### config.mk
export PLATFORM = sky130hd
export DESIGN_NAME = deser_4b5b_frame
export DESIGN_NICKNAME = d
export VERILOG_FILES = /design/src/rtl/deser_4b5b_pkg.sv /design/src/rtl/deser_4b5b_frame_nrzi.sv /design/src/rtl/deser_4b5b_frame.sv
export SDC_FILE = /design/constraint.sdc
export NUM_CORES = 1
export LEC_CHECK = 0
export ABC_AREA = 1
export BUFFER_PORTS_ARGS = -buffer_cell sky130_fd_sc_hd__buf_2
export CAP_MARGIN = 25
export CORE_AREA = 2 2 68 70
export CTS_CLUSTER_SIZE = 16
export DETAILED_ROUTE_END_ITERATION = 10
export DIE_AREA = 0 0 70 72
export PLACE_DENSITY = 0.64
export REMOVE_ABC_BUFFERS = 1
export SETUP_SLACK_MARGIN = 0.1
export SLEW_MARGIN = 20
export SYNTH_ARGS = -nofsm -noshare
export SYNTH_HDL_FRONTEND = slang
export SYNTH_SLANG_ARGS = --single-unit
### constraint.sdc
create_clock -name clk80 -period 2.6 [get_ports clk80]
set_input_delay 0.78 -clock clk80 [delete_from_list [all_inputs] [get_ports clk80]]
set_output_delay 0.78 -clock clk80 [all_outputs]
set_load 0.01 [all_outputs]
### src/rtl/deser_4b5b_pkg.sv
// Shared constants, state type and 4b5b symbol decoder for the A/B channel deserialiser.
package deser_4b5b_pkg;

    localparam logic [4:0] SYM_J    = 5'b11000;
    localparam logic [4:0] SYM_K    = 5'b10001;
    localparam logic [4:0] SYM_T    = 5'b01101;
    localparam logic [4:0] SYM_IDLE = 5'b11111;
    localparam logic [9:0] J_K      = {SYM_J, SYM_K};

    typedef enum logic {
        HUNT = 1'b0,
        DATA = 1'b1
    } state_t;

    // Returns {ok, nibble}; ok=0 for control symbols and unlisted codes.
    function automatic logic [4:0] dec4b5b(input logic [4:0] sym);
        logic [4:0] res;
        res = 5'b0;
        case (sym)
            5'b11110: res = 5'h10;
            5'b01001: res = 5'h11;
            5'b10100: res = 5'h12;
            5'b10101: res = 5'h13;
            5'b01010: res = 5'h14;
            5'b01011: res = 5'h15;
            5'b01110: res = 5'h16;
            5'b01111: res = 5'h17;
            5'b10010: res = 5'h18;
            5'b10011: res = 5'h19;
            5'b10110: res = 5'h1A;
            5'b10111: res = 5'h1B;
            5'b11010: res = 5'h1C;
            5'b11011: res = 5'h1D;
            5'b11100: res = 5'h1E;
            5'b11101: res = 5'h1F;
            SYM_J, SYM_K, SYM_T, SYM_IDLE: res = 5'b0;
            default: res = 5'b0;
        endcase
        return res;
    endfunction

endpackage

### src/rtl/deser_4b5b_frame_nrzi.sv
// Two-bit-per-clock NRZI decoder; din[1] is the earlier line bit.
module nrzi_dec_2b (
    input  logic       clk80,
    input  logic       reset_n,
    input  logic [1:0] din,
    output logic       d1,
    output logic       d0
);

    logic prev_q;
    logic prev_d;

    always_comb begin
        prev_d = din[0];
        d1     = din[1] ^ prev_q;
        d0     = din[0] ^ din[1];
    end

    // Idle line from the demultiplexer is all ones, so the history starts at 1.
    always_ff @(posedge clk80 or negedge reset_n) begin
        if (!reset_n) begin
            prev_q <= 1'b1;
        end else begin
            prev_q <= prev_d;
        end
    end

endmodule

### src/rtl/deser_4b5b_frame.sv
// J-K delimited 4b5b frame deserialiser: hunts at both bit alignments, slices
// 5-bit symbols from a 2-bit/clk stream and emits nibbles with SOF/EOF/error.
module deser_4b5b_frame
    import deser_4b5b_pkg::*;
#(
    parameter int MAX_NIBBLES = 64
) (
    input  logic       clk80,
    input  logic       reset_n,
    input  logic       enable,
    input  logic [1:0] din,
    output logic [3:0] dout,
    output logic       dout_valid,
    output logic       sof,
    output logic       eof,
    output logic       code_err,
    output logic       in_frame
);

    localparam int NW = $clog2(MAX_NIBBLES + 1);

    logic          d1;
    logic          d0;
    logic [10:0]   sr_n;
    logic [8:0]    sr_q, sr_d;
    state_t        state_q, state_d;
    logic [2:0]    cnt_q, cnt_d;
    logic [NW-1:0] nib_cnt_q, nib_cnt_d;
    logic          first_q, first_d;
    logic [3:0]    dout_q, dout_d;
    logic          dout_valid_q, dout_valid_d;
    logic          sof_q, sof_d;
    logic          eof_q, eof_d;
    logic          code_err_q, code_err_d;
    logic          sym_vld;
    logic [4:0]    sym;
    logic [4:0]    dec;
    logic          leave;

    nrzi_dec_2b u_nrzi (
        .clk80   (clk80),
        .reset_n (reset_n),
        .din     (din),
        .d1      (d1),
        .d0      (d0)
    );

    // Only nine history bits are stored; the two new bits complete the 11-bit window.
    always_comb begin
        sr_n         = {sr_q, d1, d0};
        sr_d         = sr_n[8:0];
        state_d      = state_q;
        cnt_d        = cnt_q;
        nib_cnt_d    = nib_cnt_q;
        first_d      = first_q;
        dout_d       = dout_q;
        dout_valid_d = 1'b0;
        sof_d        = 1'b0;
        eof_d        = 1'b0;
        code_err_d   = 1'b0;
        sym_vld      = 1'b0;
        sym          = 5'b0;
        dec          = 5'b0;
        leave        = 1'b0;

        if (!enable) begin
            state_d   = HUNT;
            sr_d      = 9'b0;
            nib_cnt_d = '0;
            first_d   = 1'b1;
        end else begin
            case (state_q)
                HUNT: begin
                    if (sr_n[9:0] == J_K) begin
                        state_d = DATA;
                        cnt_d   = 3'd0;
                    end else if (sr_n[10:1] == J_K) begin
                        state_d = DATA;
                        cnt_d   = 3'd1;
                    end
                end
                DATA: begin
                    if (cnt_q == 3'd3) begin
                        sym_vld = 1'b1;
                        sym     = sr_n[4:0];
                        cnt_d   = 3'd0;
                    end else if (cnt_q == 3'd4) begin
                        sym_vld = 1'b1;
                        sym     = sr_n[5:1];
                        cnt_d   = 3'd1;
                    end else begin
                        cnt_d = cnt_q + 3'd2;
                    end

                    // A J-K inside a frame is deliberately not re-synced: J and K decode as errors.
                    if (sym_vld) begin
                        dec = dec4b5b(sym);
                        if (dec[4]) begin
                            if (nib_cnt_q == NW'(MAX_NIBBLES)) begin
                                code_err_d = 1'b1;
                                leave      = 1'b1;
                            end else begin
                                dout_d       = dec[3:0];
                                dout_valid_d = 1'b1;
                                sof_d        = first_q;
                                first_d      = 1'b0;
                                nib_cnt_d    = nib_cnt_q + NW'(1);
                            end
                        end else if (sym == SYM_T) begin
                            eof_d = 1'b1;
                            leave = 1'b1;
                        end else begin
                            code_err_d = 1'b1;
                            leave      = 1'b1;
                        end
                    end

                    if (leave) begin
                        state_d   = HUNT;
                        nib_cnt_d = '0;
                        first_d   = 1'b1;
                    end
                end
                default: state_d = HUNT;
            endcase
        end
    end

    always_ff @(posedge clk80 or negedge reset_n) begin
        if (!reset_n) begin
            sr_q         <= 9'b0;
            state_q      <= HUNT;
            cnt_q        <= 3'd0;
            nib_cnt_q    <= '0;
            first_q      <= 1'b1;
            dout_q       <= 4'b0;
            dout_valid_q <= 1'b0;
            sof_q        <= 1'b0;
            eof_q        <= 1'b0;
            code_err_q   <= 1'b0;
        end else begin
            sr_q         <= sr_d;
            state_q      <= state_d;
            cnt_q        <= cnt_d;
            nib_cnt_q    <= nib_cnt_d;
            first_q      <= first_d;
            dout_q       <= dout_d;
            dout_valid_q <= dout_valid_d;
            sof_q        <= sof_d;
            eof_q        <= eof_d;
            code_err_q   <= code_err_d;
        end
    end

    assign dout       = dout_q;
    assign dout_valid = dout_valid_q;
    assign sof        = sof_q;
    assign eof        = eof_q;
    assign code_err   = code_err_q;
    assign in_frame   = (state_q == DATA);

endmodule
==> results.md, run 1 <==
- Net load switching power: 243 µW
- Crit path DAT: 2.31 ns
- Resized cells post-CTS: 0
- Worst slew pin tran: 0.664 ns
- Flop pwr share: 51.8%
- Wirelength, routed: 3.15 mm
- Yosys cell types: 35
- Syn Area/Cell: 8.54 µm²
- Setup Viol. Count Final: 0
- Combinational share of power: 8.7%
- Period utilisation layout: 82.7%
- Critical Setup Path Class: primary input to register
- Post-Syn Area: 1730 µm²
- Starting density of the core: 40.7%
- Pins Over Slew Limit: 0
- CTS buffer count: 5
- RSZ-0062 raised after global routing: no
- Clock Tree Buf Depth: 2
- Hpwl dp: 2.32 mm
- Internal: 716 µW
- Vias in the first global route: 1263
- Total I/O pin count: 14
- Most common cell after layout, fill and taps aside: nand2_1
- Hold_buf cts: 0
- Fill count: 438
- #FFs+latches synth: 30
- Root buf cell: clkbuf_8
- DR vias: between 1k and 1.5k
- Detailed-route vias per instance: 4.78
- Hold Vio Cnt, Final: 0
- Clk pwr share: 39.5%
- H-tree depth: 2
- Setup TNS: 0 ns
- Worst-path cell chain: buf_2 -> inv_1 -> nand2_1 -> nand2_1 -> nand2_1 -> nand2_4 -> inv_1 -> ha_1 -> o21ai_1 -> clkinv_1 -> nand2_2 -> nand3_4 -> nand2_1 -> o21ai_2
- Largest fanout on the critical path: 13
- Multi-input gate area: about 810 µm²
- Largest net degree at the start of global routing: 31
- Post-synthesis sequential area ratio: between 40 and 50%
- Max-Cap Viols: 0
- Clk sinks: 30
- Startpoint Class: primary input
- Worst IR Drop VDD: 0.187 mV
- Max Clock Freq: 465 MHz
- Routed length per instance: about 12 µm
- Cell repeated most along the worst path: nand2_1
- Power per cell area: 499 nW/µm²
- Clock Skew: 0.00283 ns
- Die Wd: about 70 µm
- Top delay family on crit path: simple AND/OR/NAND/NOR gates
- Later-pin clock latency in the skew report: 0.28 ns
- Core box area: approximately 4300 µm²
- Status: complete, no violations
- Diodes inserted: 0
- Reg area: 753 µm²
- Nets: 228
- Most frequent cells in the layout: 37 x nand2_1, 28 x dfrtp_1, 27 x inv_1
- Die height: just over 70 µm
- Critical Path RT: 2.76 ns
- CP max stage delay: roughly 0.19 ns
- # Post-CTS Setup Buffers: 0
- Tot Pwr: 959 µW
- Area Overhead vs Synth: 10.8%
- DR iter-0 viols: 88
- Total Die Area: between 5000 and 6000 µm²
- Post-route ant nets: 0
- CTS tree: done
- Total congestion overflow: 0
- Gr usage total: around 14%
- Critical path's slowest cell: ha_1
- Share of cells above drive strength 1: 29.1%
- Yosys warns: 0
- Row count: 24
- Buf+Inv Stages, Crit Path: 4
- TritonRoute pass-1 iters: 4
- Hold slack: 0.479 ns
- IO buf count: 13
- Minimum clock period: 2.15 ns
- Leakage: roughly 0.96 nW
- Initial antenna violation count: 0
- Sw Share: 25.4%
- Clock slew at reported path FFs: 0.06 ns
- Cell count after synthesis: 203
- Min-delay worst type: register to register
- First-pass GRT wire length: around 5.7 mm
- Drt drc: 0
- Element type at the critical path end: register
- Slew Limit Headroom: a little under three fifths
- RD Place Congestion: 0.839
==> final timing paths <==
kind                           from        to  slack, ns  cells after the start
setup / recovery             din[1]   dout[1]       0.45                     14
hold / removal              dout[2]   dout[2]       0.48                      2
setup reg to reg           cnt_q[1]   dout[1]       0.58                     12
hold reg to reg             dout[2]   dout[2]       0.48                      2
max in group asynchronous   reset_n       eof       1.64                      1
min in group asynchronous   reset_n  cnt_q[2]       0.53                      1
==> worst min-delay path: cells and delay by family (launching register included) <==
family / cells / cell delay [ns]
and+or+nand+nor: 1 / 0.06
AOI/OAI and AO/OA: 1 / 0.05
DFF: 1 / 0.34
==> state kept, by name, indices dropped and copies added (netlist names), 3 cells and up <==
signal,count
cnt_q,3
nib_cnt_q,7
sr_q,9
dout,4
==> cell usage after synthesis <==
cell type / count / area, µm²
a31oi_1: 2 / 12.5
nand3b_1: 2 / 15.0
a21oi_2: 2 / 17.5
nor3_1: 2 / 10.0
and3_1: 1 / 6.26
nand2_4: 3 / 33.8
nor2_4: 1 / 11.3
inv_2: 7 / 26.3
inv_1: 27 / 101
o21ai_4: 1 / 16.3
a22oi_1: 1 / 7.51
clkinv_1: 1 / 3.75
dfstp_2: 2 / 52.6
ha_1: 4 / 50.1
o21ai_1: 1 / 5.00
nand3_2: 1 / 10.0
buf_2: 1 / 5.00
nand2_2: 8 / 50.1
nand2_1: 37 / 139
a21oi_4: 1 / 16.3
o21ai_0: 3 / 15.0
nor2_1: 9 / 33.8
dfrtp_1: 28 / 701
nand3_4: 1 / 17.5
nand3_1: 16 / 80.1
and2_0: 1 / 6.26
o21ai_2: 6 / 52.6
nor4_1: 4 / 25.0
xor2_1: 6 / 52.6
nor2_2: 10 / 62.6
buf_6: 2 / 22.5
nor3_2: 1 / 10.0
a21oi_1: 3 / 15.0
nand4_1: 7 / 43.8
buf_4: 1 / 7.51
==> stage by stage <==
step / cell area, µm² / utilization (%) / setup WS (ns) / cells
floorplan: 1700 / - / 0.440 / 199
global placement: 1830 / 42.9 / 0.204 / 264
detailed placement: 1830 / 42.9 / 0.157 / 264
CTS: 1920 / 45.0 / 0.446 / 272
global route: 1920 / 45.0 / 0.225 / 272
finish: 1920 / 45.0 / 0.450 / 272
==> logic make-up (layout without fill, tap and decap cells) <==
family / count (synthesis) / after routing / synth area share [%]
XOR/XNOR: 6 / 6 / 3.03
adder cells (fa/ha/maj): 4 / 4 / 2.89
flip-flops: 30 / 30 / 43.4
AND/OR/NAND/NOR: 104 / 104 / 32.0
buffers and inverters: 39 / 56 / 9.60
AO/OA/AOI/OAI: 20 / 20 / 9.09
==> per-layer routing <==
| metal | vias up | track usage (%) | part of all wire (%) | wire, µm |
|---|---|---|---|---|
| met5 | - | 0 | 0 | 0 |
| met4 | 0 | 6.41 | 1.9 | 59 |
| met3 | 7 | 3.75 | 3.7 | 117 |
| met2 | 21 | 22.5 | 46 | 1450 |
| met1 | 594 | 18.2 | 48 | 1530 |
| li1 | 679 | - | - | - |
==> layout make-up <==
class	count	share of cell area [%]
clock buffers	7	4.50
clock inverters	1	0.261
inverters	35	6.84
multi-input cells	134	42.4
flip-flops and latches	30	39.2
well taps	52	3.39
repair buffers	13	3.39
==> power by group through the flow <==
| stage | logic [mW] | registers [mW] | clock network [mW] |
|---|---|---|---|
| detailed placement | 0.0846 | 0.505 | 0 |
| finish | 0.0835 | 0.497 | 0.378 |
| global placement | 0.0832 | 0.505 | 0 |
| floorplan | 0.0572 | 0.501 | 0 |
| CTS | 0.0852 | 0.496 | 0.393 |
| global route | 0.0955 | 0.498 | 0.412 |
Power figures use the tool's default switching activity.
==> run 2, diff against run 1 <==
Clock period 2.6 ns to 2.15 ns, I/O delays scaled along.
==> results.md, run 2 (same netlist as run 1, synthesis figures left out) <==
- Clk pwr share: 40.0% (was 39.5%)
- Crit path DAT: 2.11 ns (was 2.31 ns)
- CTS tree: done (unchanged)
- Most frequent cells in the layout: 37 x nand2_1, 27 x inv_1, 26 x dfrtp_1 (was 37 x nand2_1, 28 x dfrtp_1, 27 x inv_1)
- Fill count: 434 (was 438)
- Wirelength, routed: 3.29 mm (was 3.15 mm)
- Area Overhead vs Synth: 13.2% (was 10.8%)
- Nets: 233 (was 228)
- Die Wd: 70 µm (unchanged)
- Clock slew at reported path FFs: 0.07 ns (was 0.06 ns)
- Largest net degree at the start of global routing: 31 (unchanged)
- Sw Share: 26.2% (was 25.4%)
- DR iter-0 viols: 132 (was 88)
- CTS buffer count: 5 (unchanged)
- H-tree depth: 2 (unchanged)
- Total I/O pin count: 14 (unchanged)
- DR vias: 1321 (was 1301)
- Reg area: 756 µm² (was 753 µm²)
- Worst slack, placed: -0.0123 ns (was 0.157 ns)
- Internal: 871 µW (was 716 µW)
- Total Die Area: 5040 µm² (unchanged)
- Worst IR Drop VDD: 0.265 mV (was 0.187 mV)
- RSZ-0062 raised after global routing: no (unchanged)
- Die height: 72 µm (unchanged)
- Minimum clock period: 1.89 ns
- Post-route ant nets: 0 (unchanged)
- Critical path's slowest cell: dfrtp_2 (was ha_1)
- Largest register FFs: 9 (unchanged)
- Max Clock Freq: 528 MHz
- Leakage: 0.972 nW (was 0.955 nW)
- Root buf cell: clkbuf_8 (unchanged)
- Critical Setup Path Class: register to register (was primary input to register)
- RD Place Congestion: 0.833 (was 0.839)
- Most common cell after layout, fill and taps aside: nand2_1 (unchanged)
- Gr usage total: 14.3% (was 14.2%)
- R2r startpoint: cnt_q[0] (was cnt_q[1])
- TritonRoute pass-1 iters: 4 (unchanged)
- Combinational share of power: 9.1% (was 8.7%)
- Critical Path RT: 2.37 ns (was 2.76 ns)
- Hold Vio Cnt, Final: 0 (unchanged)
- Diodes inserted: 0 (unchanged)
- Later-pin clock latency in the skew report: 0.28 ns (about the same)
- Worst-path cell chain: nor2_4 -> nand3_1 -> nand2_2 -> inv_2 -> ha_1 -> o21ai_1 -> clkinv_1 -> nand2_2 -> nand2_1 -> nand2_2 -> nand2_4 -> nor2_2 (was buf_2 -> inv_1 -> nand2_1 -> nand2_1 -> nand2_1 -> nand2_4 -> inv_1 -> ha_1 -> o21ai_1 -> clkinv_1 -> nand2_2 -> nand3_4 -> nand2_1 -> o21ai_2)
- Status: complete, no violations (unchanged)
- Power per cell area: 601 nW/µm² (was 499 nW/µm²)
- Share of cells above drive strength 1: 31.6% (was 29.1%)
- Total congestion overflow: 0 (unchanged)
- DP Cell Count: 268 (was 264)
- First-pass GRT wire length: 5.61 mm (was 5.66 mm)
- Clk sinks: 30 (unchanged)
- Core box area: 4260 µm² (unchanged)
- Multi-input gate area: 825 µm² (was 815 µm²)
- Min-delay worst type: primary input to async pin (was register to register)
- Slew Limit Headroom: 54.6% (was 55.7%)
- Top reg by flops: sr_q (unchanged)
- Setup Viol. Count Final: 0 (unchanged)
- Initial antenna violation count: 0 (unchanged)
- Row count: 24 (unchanged)
- Cell repeated most along the worst path: nand2_2 (was nand2_1)
- Routed length per instance: 11.9 µm (was 11.6 µm)
- Net load switching power: 309 µW (was 243 µW)
- # Post-CTS Setup Buffers: 0 (unchanged)
- Clock Tree Buf Depth: 2 (unchanged)
- Element type at the critical path end: register (unchanged)
- CP max stage delay: 0.46 ns (was 0.19 ns)
- Non-filler cells, final: 277 (was 272)
- Pins Over Slew Limit: 0 (unchanged)
- Detailed-route vias per instance: 4.77 (was 4.78)
- Startpoint Class: register (was primary input)
- Worst slew pin tran: 0.681 ns (was 0.664 ns)
- Max-Cap Viols: 0 (unchanged)
- Clock Skew: 0.00450 ns (was 0.00283 ns)
- Starting density of the core: 40.7% (unchanged)
- CP startpoint: cnt_q[0] (was din[1])
- Post-route setup slack: 0.257 ns (was 0.450 ns)
- Hpwl dp: 2.39 mm (was 2.32 mm)
- Period utilisation layout: 88.0%
- Drt drc: 0 (unchanged)
- Vias in the first global route: 1247 (was 1263)
- Largest fanout on the critical path: 6 (was 13)
- Flop pwr share: 51.0% (was 51.8%)
- IO buf count: 13 (unchanged)
==> run 2: changes by cell type in the layout (fill, tap and decap cells not counted), sizes merged <==
cell	change
nand3	+1
buf	+4
==> run 2: power by group through the flow <==
| stage | Sequential [mW] | Clock, mW | Combinational (mW) |
|---|---|---|---|
| finish | 0.602 | 0.472 | 0.107 |
| global route | 0.604 | 0.495 | 0.123 |
| global placement | 0.610 | 0 | 0.106 |
| CTS | 0.600 | 0.482 | 0.107 |
| floorplan | 0.605 | 0 | 0.0692 |
| detailed placement | 0.611 | 0 | 0.107 |
==> run 2: routing by layer <==
metal	wire length, µm	global-route usage, %	share of wire [%]	up-vias
met2	1500	23.1	46	14
met1	1610	17.8	49	604
met5	0	0	0	-
met4	93	7.26	2.8	0
li1	-	-	-	696
met3	89	3.75	2.7	7
==> run 2: final timing paths <==
check	slack, ns	cells after the start	end
worst max-delay path	0.26	12	nib_cnt_q[4]
worst min-delay path	0.40	1	code_err
worst max register to register	0.26	12	nib_cnt_q[4]
worst min register to register	0.48	2	dout[0]
max in group asynchronous	1.27	1	cnt_q[1]
min in group clk80	0.48	2	dout[0]
==> run 2: what timing repair did <==
item                                    CTS  global route
endpoints found under the setup margin    0             5
hold buffers                              0             0
gates resized for setup                   0             2
==> run 2: cell type report <==
class	instances	share of cell area, %
sequential	30	38.5
inverter	35	6.69
multi-input combinational	135	42.0
clock buffer	7	4.40
timing repair buffer	17	4.84
clock inverter	1	0.255
tap	52	3.31
==> run 2: per-stage QoR <==
stage	utilization, %	hold WS (ns)	total power, mW	setup TNS (ns)	area, µm²
after floorplan	-	0.349	0.674	0	1700
after global placement	43.6	0.461	0.716	0	1860
after detailed placement	43.6	0.468	0.717	-0.0254	1860
after CTS	45.7	0.427	1.19	0	1950
after global routing	46.0	0.463	1.22	0	1960
final	46.0	0.402	1.18	0	1960
==> run 2: critical path, delay by kind of cell, from the launching register on <==
kind,cells,cell delay [ns]
buf+inv,2,0.16
compound gates,1,0.14
fa+ha+maj,1,0.17
flops,1,0.46
simple gates,8,0.90
